### src/rtl/uart_pkg.sv
// Shared UART definitions: FSM state encoding and bit-period arithmetic.
package uart_pkg;

  typedef enum logic [2:0] {IDLE, START, DATA, PARITY, STOP} uart_tx_state_t;

  function automatic int calc_clkcount(input int clk_freq, input int baud_rate);
    return clk_freq / baud_rate;
  endfunction

endpackage

### src/rtl/uart_tx_core_baud_tick.sv
// Bit-period counter: wraps at clkcount-1 and emits a one-cycle tick there.
module uart_baud_tick #(
  parameter int clkcount = 104
) (
  input  logic clk,
  input  logic rst,
  input  logic clear,
  output logic tick
);

  localparam int CNT_W = $clog2(clkcount * 2);
  localparam logic [CNT_W-1:0] LAST = CNT_W'(clkcount - 1);

  logic [CNT_W-1:0] cnt;

  always_ff @(posedge clk) begin
    if (rst || clear || tick) cnt <= '0;
    else                      cnt <= cnt + CNT_W'(1);
  end

  assign tick = (cnt == LAST);

endmodule

### src/rtl/uart_tx_core.sv
// UART transmitter: start, 8 data bits LSB first, optional parity, 1-2 stop bits.
module uart_tx_core
  import uart_pkg::*;
#(
  parameter int clk_freq   = 1000000,
  parameter int baud_rate  = 9600,
  parameter int parity_en  = 0,
  parameter int parity_odd = 0,
  parameter int stop_bits  = 1
) (
  input  logic       clk,
  input  logic       rst,
  input  logic       newd,
  input  logic [7:0] tx_data,
  output logic       ready,
  output logic       tx,
  output logic       busy,
  output logic       donetx
);

  localparam int clkcount = calc_clkcount(clk_freq, baud_rate);
  localparam logic PAR_ODD = (parity_odd != 0);
  localparam logic [2:0] LAST_STOP = 3'(stop_bits - 1);

  uart_tx_state_t state;
  logic [7:0]     shift;
  logic           par;
  logic [2:0]     bitidx;
  logic           tick;
  logic           baud_clr;

  // Counter sits at 0 while idle so the start bit gets a full period.
  assign baud_clr = (state == IDLE);

  uart_baud_tick #(.clkcount(clkcount)) u_baud (
    .clk   (clk),
    .rst   (rst),
    .clear (baud_clr),
    .tick  (tick)
  );

  // tx is registered and updated on the same edge as the state change.
  always_ff @(posedge clk) begin
    if (rst) begin
      state  <= IDLE;
      shift  <= '0;
      par    <= 1'b0;
      bitidx <= '0;
      tx     <= 1'b1;
      ready  <= 1'b1;
      busy   <= 1'b0;
      donetx <= 1'b0;
    end else begin
      donetx <= 1'b0;
      case (state)
        IDLE: begin
          tx <= 1'b1;
          if (newd && ready) begin
            shift  <= tx_data;
            par    <= (^tx_data) ^ PAR_ODD;
            bitidx <= '0;
            state  <= START;
            tx     <= 1'b0;
            ready  <= 1'b0;
            busy   <= 1'b1;
          end
        end
        START: if (tick) begin
          state <= DATA;
          tx    <= shift[0];
        end
        DATA: if (tick) begin
          if (bitidx == 3'd7) begin
            bitidx <= '0;
            if (parity_en != 0) begin
              state <= PARITY;
              tx    <= par;
            end else begin
              state <= STOP;
              tx    <= 1'b1;
            end
          end else begin
            shift  <= {1'b0, shift[7:1]};
            tx     <= shift[1];
            bitidx <= bitidx + 3'd1;
          end
        end
        PARITY: if (tick) begin
          state <= STOP;
          tx    <= 1'b1;
        end
        // bitidx is reused to count stop-bit periods.
        STOP: if (tick) begin
          if (bitidx == LAST_STOP) begin
            state  <= IDLE;
            bitidx <= '0;
            donetx <= 1'b1;
            busy   <= 1'b0;
            ready  <= 1'b1;
          end else begin
            bitidx <= bitidx + 3'd1;
          end
        end
        default: state <= IDLE;
      endcase
    end
  end

endmodule

### config.mk
export PLATFORM = sky130hd
export DESIGN_NAME = uart_tx_core
export DESIGN_NICKNAME = d
export VERILOG_FILES = /design/src/rtl/uart_pkg.sv /design/src/rtl/uart_tx_core_baud_tick.sv /design/src/rtl/uart_tx_core.sv
export SDC_FILE = /design/constraint.sdc
export NUM_CORES = 1
export LEC_CHECK = 0
export ABC_CLOCK_PERIOD_IN_PS = 2650
export CORE_UTILIZATION = 40
export DETAILED_ROUTE_END_ITERATION = 7
export PLACE_DENSITY = 0.66
export SETUP_SLACK_MARGIN = 0.1
export SLEW_MARGIN = 20
export SYNTH_ARGS = -nofsm -noshare
export SYNTH_HDL_FRONTEND = slang
export SYNTH_SLANG_ARGS = --single-unit
### constraint.sdc
create_clock -name clk -period 2.65 [get_ports clk]
set_input_delay 0.3975 -clock clk [delete_from_list [all_inputs] [get_ports clk]]
set_output_delay 0.3975 -clock clk [all_outputs]
set_load 0.01 [all_outputs]
# Word-level counts from Yosys, hierarchy flattened
# Cells that the tools add are included.
# W data, S select, Z words.
[op_classes] n_mux=33 n_eq_ne=14 n_reduce_logical=15 add_sub_neg=2 n_bitwise=2
[op_table] cell="$mux W3" count=12
[op_table] cell="$mux W8" count=3
[op_table] cell="$pmux W8 S2" count=1
[op_table] cell="$reduce_and A4 Y1" count=4
[op_table] cell="$pmux W3 S5" count=1
[op_table] cell="$mux W1" count=12
[op_table] cell="$pmux W3 S3" count=1
[op_table] cell="$add A8 B1 Y8 const B" count=1
[op_table] cell="$eq A8 B7 Y1 const B" count=1
[op_table] cell="$ne A2 B1 Y1 const B" count=4
[op_table] cell="$ne A2 B2 Y1 const B" count=4
[op_table] cell="$reduce_and A7 Y1" count=1
[op_table] cell="$eq A3 B2 Y1 const B" count=2
[op_table] cell="$eq A3 B3 Y1 const B" count=2
[op_table] cell="$logic_not A3 Y1" count=2
[op_table] cell="$pmux W1 S2" count=2
[op_table] cell="$pmux W1 S4" count=1
[op_table] cell="$reduce_bool A2 Y1" count=2
[op_table] cell="$reduce_bool A4 Y1" count=1
[op_table] cell="$add A3 B1 Y3 const B" count=1
[op_table] cell="$eq A3 B1 Y1 const B" count=1
[op_table] cell="$reduce_bool A3 Y1" count=1
[op_table] cell="$reduce_or A3 Y1" count=1
[op_table] cell="$logic_or A1 B1 Y1" count=2
[op_table] cell="other kinds (2)" count=3
[word_totals] ff_bits=26 word_cells=74 output_inout_bits=4

# Longest topological paths before layout
# Gate-level depths: netlist of the first run.
[logic_depth] depth_word=4 ltp_mapped=8

# By module
# A second synthesis of the first run with hierarchy kept.
[unflattened] cells_unflattened=153 area_unflattened_um2=1322.5
[modules_own_cells] mod="uart_tx_core" n_inst=1 cells_each=116 area_each_um2=955.9 seq_area_each_um2=360.3
[modules_own_cells] mod="uart_baud_tick" n_inst=1 cells_each=37 area_each_um2=366.6 seq_area_each_um2=160.2

# Worst setup path before layout of the first run
# OpenSTA, ideal clock, no wires.
[synth_path] path_kind="register to register" start="reg bitidx[0]" end="reg shift[0]" setup_slack_ps=372 period_less_slack_ps=2278 stages_incl_launch_ff=9 n_path_buf=2 setup_ps=139 t_arrival_ps=2139 path_cell_list="dfxtp_1 > ha_1 > ha_1 > or4b_1 > or4_1 > buf_2 > buf_6 > a221oi_1 > a311oi_1"
[synth_via] elab_chain_len=3
[synth_rtl] element="from (decl)" line="uart_tx_core.sv:28" source="logic [2:0] bitidx;"
[synth_rtl] element="from (signal assigned)" line="uart_tx_core.sv:85" source="bitidx <= bitidx + 3'd1;"
[synth_rtl] element="from (signal assigned)" line="uart_tx_core.sv:101" source="bitidx <= bitidx + 3'd1;"
[synth_rtl] element="$eq A3 B3 Y1" line="uart_tx_core.sv:73" source="if (bitidx == 3'd7) begin"
[synth_rtl] element="$ne A2 B2 Y1 (no source line)"
[synth_rtl] element="$reduce_and A4 Y1 (no source line)"
[synth_rtl] element="to (signal assigned)" line="uart_tx_core.sv:59" source="shift <= tx_data;"
[synth_rtl] element="to (signal assigned)" line="uart_tx_core.sv:83" source="shift <= {1'b0, shift[7:1]};"
[synth_rtl] element="to (decl)" line="uart_tx_core.sv:26" source="logic [7:0] shift;"
# Every way passes these cells.
# A chain may end at the register's enable or synchronous reset.

# Worst setup path in the final report of the first run
[layout_path] start="reg bitidx[0]" end="reg shift[5]"
# Same word-level chain as after synthesis.

==> results.py, run 1 <==
metrics = {
    "routing": {
        "drtPass1Iterations": 4,
        "drtIter0Drc": 77,
        "drtAntennaViolNets": 0,
        "viasPerCell": 5.58,
        "wire_per_inst_um": 13.5,
        "drc_errors": 0,
        "routed_wl_mm": 2.92,
        "num_vias": 1205,
    },
    "synthesis": {
        "synth-edff-count": 0,
        "postSynthCellCount": 158,
        "synth-async-reset-ratio": 0,
        "synth_top_flop_cell": "dfxtp_1",
        "syn-num-nets": 174,
        "ys_seq_area_frac": 0.385,
        "ys_ff_latch": 26,
        "syn_avg_cell_area_sq_um": 8.56,
        "syn_area_sq_um": 1350,
        "netlist-cell-type-count": 40,
        "ys.warnings.count": 0,
    },
    "timing": {
        "final.setup_skew_ps": 2.71,
        "setup_viol": 0,
        "worst_hold_slack_ps": 476,
        "fmax_mhz": 432,
        "worst_slew_pin_slew_ps": 607,
        "drv_slew": 0,
        "fin_crit_sh": 0.874,
        "max-slew-margin-rel": 0.585,
        "hold_viol_final": 0,
        "rsz0062_at_grt": "no",
        "finalCriticalPeriod_ps": 2320,
        "finalSetupTns_ps": 0,
    },
    "run": {
        "maxCapViolations": 0,
    },
    "worst_hold_path": {
        "whs_endpoint": "u_baud.cnt[0]",
        "holdPathStages": 1,
        "hold_class": "reg -> reg",
        "worstHoldStart": "u_baud.cnt[0]",
    },
    "power": {
        "power.switching_mw": 0.170,
        "power_leakage_nw": 0.576,
        "clkPwrFrac": 0.230,
        "peakVddDrop_uv": 201,
        "intPower_mw": 0.522,
        "pwr-share-seq": 0.611,
        "power.density_nw_per_um2": 439,
        "switching_share": 0.246,
        "comb_power_share": 0.159,
        "power.total_mw": 0.692,
    },
    "cells_and_area": {
        "seq_area_sq_um": 520,
        "nets": 190,
        "n_antenna_cell": 0,
        "final_layout_size_suffix_gt1_frac": 0.0698,
        "utilization": 0.504,
        "area_delta_synth_final_pct": 16.6,
        "fillCellCount": 324,
        "multi_input_area_sq_um": 748,
    },
    "outcome": {
        "status": "complete, no violations",
    },
    "clock_tree": {
        "cts_sinks": 26,
        "clockBufferDepth": 2,
        "cts_tree": "yes",
        "post_cts_buffers": 0,
        "cts_root_buf": "clkbuf_4",
        "clkLatencyLatePin_ps": 310,
        "numCtsBuffers": 3,
        "htreeDepth": 1,
        "clk_pin_slew_worst_paths_ps": 130,
        "cts_hold_buf": 0,
    },
    "setup_path": {
        "worstSetupPathType": "reg -> reg",
        "r2r_cells": 6,
        "path_max_fanout": 15,
        "rrSetupSlack_ps": 330,
        "start_kind": "flop",
        "worstSetupEndpointType": "flop",
        "r2r-end": "shift[5]",
        "crit_required_ps": 2850,
        "arrival_ps": 2520,
        "timing.rr.start": "bitidx[0]",
    },
    "placed_design": {
        "io_buffers": 14,
        "gp_congestion": 0.813,
        "dp_hpwl_mm": 2.13,
    },
    "die": {
        "ios": 15,
        "design.core.area_sq_um": 3130,
        "fp.dieArea_sq_um": 3620,
        "die_h_um": 60.2,
        "die_w_um": 60.2,
        "rows": 20,
        "initial_utilization": 0.432,
    },
    "grt": {
        "grt_usage": 0.174,
        "grt_pass1_vias": 1064,
        "overflow": 0,
        "grt_max_degree": 18,
        "grt_pass1_wl_mm": 4.81,
        "globalRoute.busiestLayer": "met2",
        "grtUsageMet3": 0.0216,
        "antenna_found_initial": 0,
        "met1_usage": 0.256,
        "use_met2": 0.259,
    },
}
[logic make-up (layout without fill, tap and decap cells)]
kind of cell,after synthesis,in the layout,share of synthesized area
XOR/XNOR,6,6,0.0389
buffers and inverters,20,34,0.0648
adder cells (fa/ha/maj),5,5,0.0463
AND/OR/NAND/NOR,63,63,0.250
multiplexers,2,2,0.0148
flip-flops,26,26,0.385
AO/OA/AOI/OAI,36,36,0.201
[critical path, cell delays in order, from the launching register on]
cell	delay [ps]
dfxtp_1	360
ha_1	220
ha_1	200
or4b_1	480
or4_4	540
a221oi_1	340
a311oi_1	80
[routing by layer]
layer	wire (um)	share of wire
met4	30	0.010
met3	127	0.044
met1	1480	0.51
met2	1270	0.44
met5	0	0
[placed cells by master (no fill, tap or decap), drive strengths merged, types with 3 or more instances in the layout]
cell type       n
a221oi          8
nand2b          6
or3             3
buf             7
nor3            8
nor2           12
a21oi           5
xor2            3
inv            10
nand2           8
o21ai           4
a311oi          7
o211ai          3
clkbuf          3
clkdlybuf4s50  14
ha              5
dfxtp          26
xnor2           3
nand3           5
nor2b           8
[flip-flops by register name, summed over array words and instances, names as in the netlist]
signal,count
ready,1
tx,1
donetx,1
busy,1
shift,8
u_baud.cnt,8
bitidx,3
state,3
[metrics by stage]
step / setup slack (ps) / std cells / area [sq um]
after detailed placement: 167 / 213 / 1550
after global routing: 210 / 216 / 1580
after CTS: 124 / 216 / 1570
after global placement: 280 / 213 / 1550
final: 334 / 216 / 1580
after floorplan: 372 / 158 / 1350
[how the worst max path moves through the flow]
stage | startpoint | endpoint | slack (ps) | cells past startpoint
after floorplan | bitidx[0] | shift[0] | 370 | 8
after global placement | bitidx[0] | shift[1] | 280 | 6
after detailed placement | bitidx[0] | shift[6] | 170 | 6
after CTS | bitidx[0] | shift[6] | 120 | 6
after global routing | bitidx[0] | shift[6] | 210 | 6
final | bitidx[0] | shift[5] | 330 | 6
[final cells by class]
type                       count  area share
tap                           44      0.0349
timing repair buffer          21       0.122
inverter                      10      0.0238
multi-input combinational    112       0.475
clock buffer                   3      0.0143
sequential                    26       0.330
[timing repair]
| action | in CTS | in global routing |
|---|---|---|
| gates resized for setup | 0 | 1 |
| hold endpoints to repair | 0 | 0 |
| endpoints found under the setup margin | 0 | 7 |
[power groups by stage]
stage	registers [mW]	clock network, mW	logic (mW)
detailed placement	0.431	0	0.110
floorplan	0.432	0	0.0622
finish	0.422	0.159	0.110
CTS	0.423	0.165	0.110
global placement	0.431	0	0.106
global route	0.425	0.178	0.122
[Yosys cell counts (2+ instances only)]
cell type	number	area, sq um
a21o_1	2	15.0
a21oi_1	5	25.0
a221oi_1	8	70.1
a311oi_1	7	61.3
clkbuf_1	7	26.3
dfxtp_1	26	521
ha_1	5	62.6
inv_1	10	37.5
mux2i_1	2	20.0
nand2_1	8	30.0
nand2b_1	6	37.5
nand3_1	5	25.0
nand4_1	2	12.5
nor2_1	12	45.0
nor2b_1	8	50.1
nor3_1	8	40.0
nor3b_1	2	15.0
o211ai_1	3	22.5
o21ai_0	4	20.0
or3_1	3	18.8
or4_1	2	15.0
xnor2_1	3	26.3
xor2_1	3	26.3
(Power assumes the default switching activity.)
==> run 2, diff against run 1 <==
Settings changed: RECOVER_POWER set to 25, SLEW_MARGIN 20 to 5.
==> run 2 against run 1 <==
Compared with the run above:
- first-iteration DRC count rose by 1.3%
- clock skew is 2.1 ps higher
- cell count is the same
- sequential power is essentially flat
- via count shrank 0.41%
- largest power group unchanged
==> results.py, run 2 (same netlist as run 1, synthesis figures left out) <==
metrics = {
    "routing": {
        "wire_per_inst_um": 13.3,
        "drtPass1Iterations": 4,
        "drc_errors": 0,
        "num_vias": 1200,
        "routed_wl_mm": 2.87,
        "viasPerCell": 5.56,
        "drtIter0Drc": 78,
        "drtAntennaViolNets": 0,
    },
    "grt": {
        "antenna_found_initial": 0,
        "grt_max_degree": 18,
        "grt_pass1_wl_mm": 4.81,
        "grt_pass1_vias": 1064,
        "overflow": 0,
        "grt_usage": 0.174,
    },
    "outcome": {
        "status": "complete, no violations",
    },
    "cells_and_area": {
        "nets": 190,
        "utilization": 0.503,
        "area_delta_synth_final_pct": 16.3,
        "n_antenna_cell": 0,
        "reg.largest.list": "shift: 8 flops, u_baud.cnt: 8 flops",
        "final_cell_mix": "26 x dfxtp_1, 12 x nor2_1, 10 x inv_1, 10 x clkdlybuf4s50_1",
        "final_layout_size_suffix_gt1_frac": 0.0640,
        "final_common_cell": "dfxtp_1",
    },
    "setup_path": {
        "rrSetupSlack_ps": 330,
        "worstSetupEndpointType": "flop",
        "start_kind": "flop",
        "crit_required_ps": 2850,
        "worstSetupPathType": "reg -> reg",
        "path_max_fanout": 15,
        "arrival_ps": 2520,
    },
    "placed_design": {
        "gp_congestion": 0.813,
        "dp_slack_ps": 167,
        "io_buffers": 14,
        "dp_hpwl_mm": 2.13,
    },
    "clock_tree": {
        "post_cts_buffers": 0,
        "clkLatencyLatePin_ps": 310,
        "clockBufferDepth": 2,
        "cts_sinks": 26,
        "cts_tree": "yes",
        "htreeDepth": 1,
        "cts_root_buf": "clkbuf_4",
        "cts_hold_buf": 0,
        "clk_pin_slew_worst_paths_ps": 130,
        "numCtsBuffers": 3,
    },
    "power": {
        "power.density_nw_per_um2": 438,
        "peakVddDrop_uv": 200,
        "power_leakage_nw": 0.574,
    },
    "timing": {
        "rsz0062_at_grt": "no",
        "finalCriticalPeriod_ps": 2320,
        "drv_slew": 0,
        "setup_viol": 0,
        "fmax_mhz": 430,
        "max-slew-margin-rel": 0.585,
        "worst_slack_ps": 327,
        "hold_viol_final": 0,
        "finalSetupTns_ps": 0,
        "worst_slew_pin_slew_ps": 607,
        "worst_hold_slack_ps": 475,
        "fin_crit_sh": 0.877,
        "final.setup_skew_ps": 4.82,
    },
    "run": {
        "maxCapViolations": 0,
    },
    "die": {
        "die_w_um": 60.2,
        "fp.dieArea_sq_um": 3620,
        "die_h_um": 60.2,
        "ios": 15,
        "rows": 20,
        "design.core.area_sq_um": 3130,
        "initial_utilization": 0.432,
    },
    "worst_hold_path": {
        "hold_class": "reg -> reg",
    },
}
run 2: changes by cell type in the layout (fill, tap and decap cells not counted):
cell,change
clkbuf_1,+1
clkdlybuf4s50_1,-4
buf_4,-1
dlygate4sd3_1,+4
run 2: layout make-up:
| class | instances | area (sq um) |
|---|---|---|
| flip-flops and latches | 26 | 520 |
| repair buffers | 21 | 189 |
| well taps | 44 | 55.1 |
| multi-input cells | 112 | 748 |
| inverters | 10 | 37.5 |
| clock buffers | 3 | 22.5 |
| fillers | 326 | 1560 |
run 2: stage by stage:
| step | std cells | area, sq um | total power [mW] |
|---|---|---|---|
| after floorplan | 158 | 1350 | 0.495 |
| after global placement | 213 | 1550 | 0.537 |
| after detailed placement | 213 | 1550 | 0.541 |
| after CTS | 216 | 1570 | 0.697 |
| after global routing | 216 | 1570 | 0.723 |
| final | 216 | 1570 | 0.689 |
run 2: where the power goes:
group	internal [mW]	total (mW)	switching, mW
clock network	0.0531	0.159	0.106
logic	0.0557	0.108	0.0520
registers	0.411	0.422	0.0113
total	0.520	0.689	0.169
run 2: what timing repair did:
item	in CTS	in global routing
gates resized for setup	0	1
endpoints found under the hold margin	0	0
setup endpoints to repair	0	7
run 2: per-layer routing:
layer / wire (um) / track usage / vias to the layer above
li1: - / - / 600
met1: 1490 / 0.256 / 577
met2: 1270 / 0.259 / 21
met3: 88 / 0.0216 / 2
met4: 23 / 0.0598 / 0
met5: 0 / 0 / -
run 2: critical path, stage by stage, from the launching register on:
cell and delay [ps]:
dfxtp_1 360, ha_1 220, ha_1 200, or4b_1 490, or4_4 540, a221oi_1 340
a311oi_1 80
run 2: path summary, 6_finish.rpt:
| check | from | endpoint | cells past startpoint |
|---|---|---|---|
| setup / recovery | bitidx[0] | shift[5] | 6 |
| hold / removal | u_baud.cnt[0] | u_baud.cnt[0] | 1 |
| setup reg to reg | bitidx[0] | shift[5] | 6 |
| hold reg to reg | u_baud.cnt[0] | u_baud.cnt[0] | 1 |
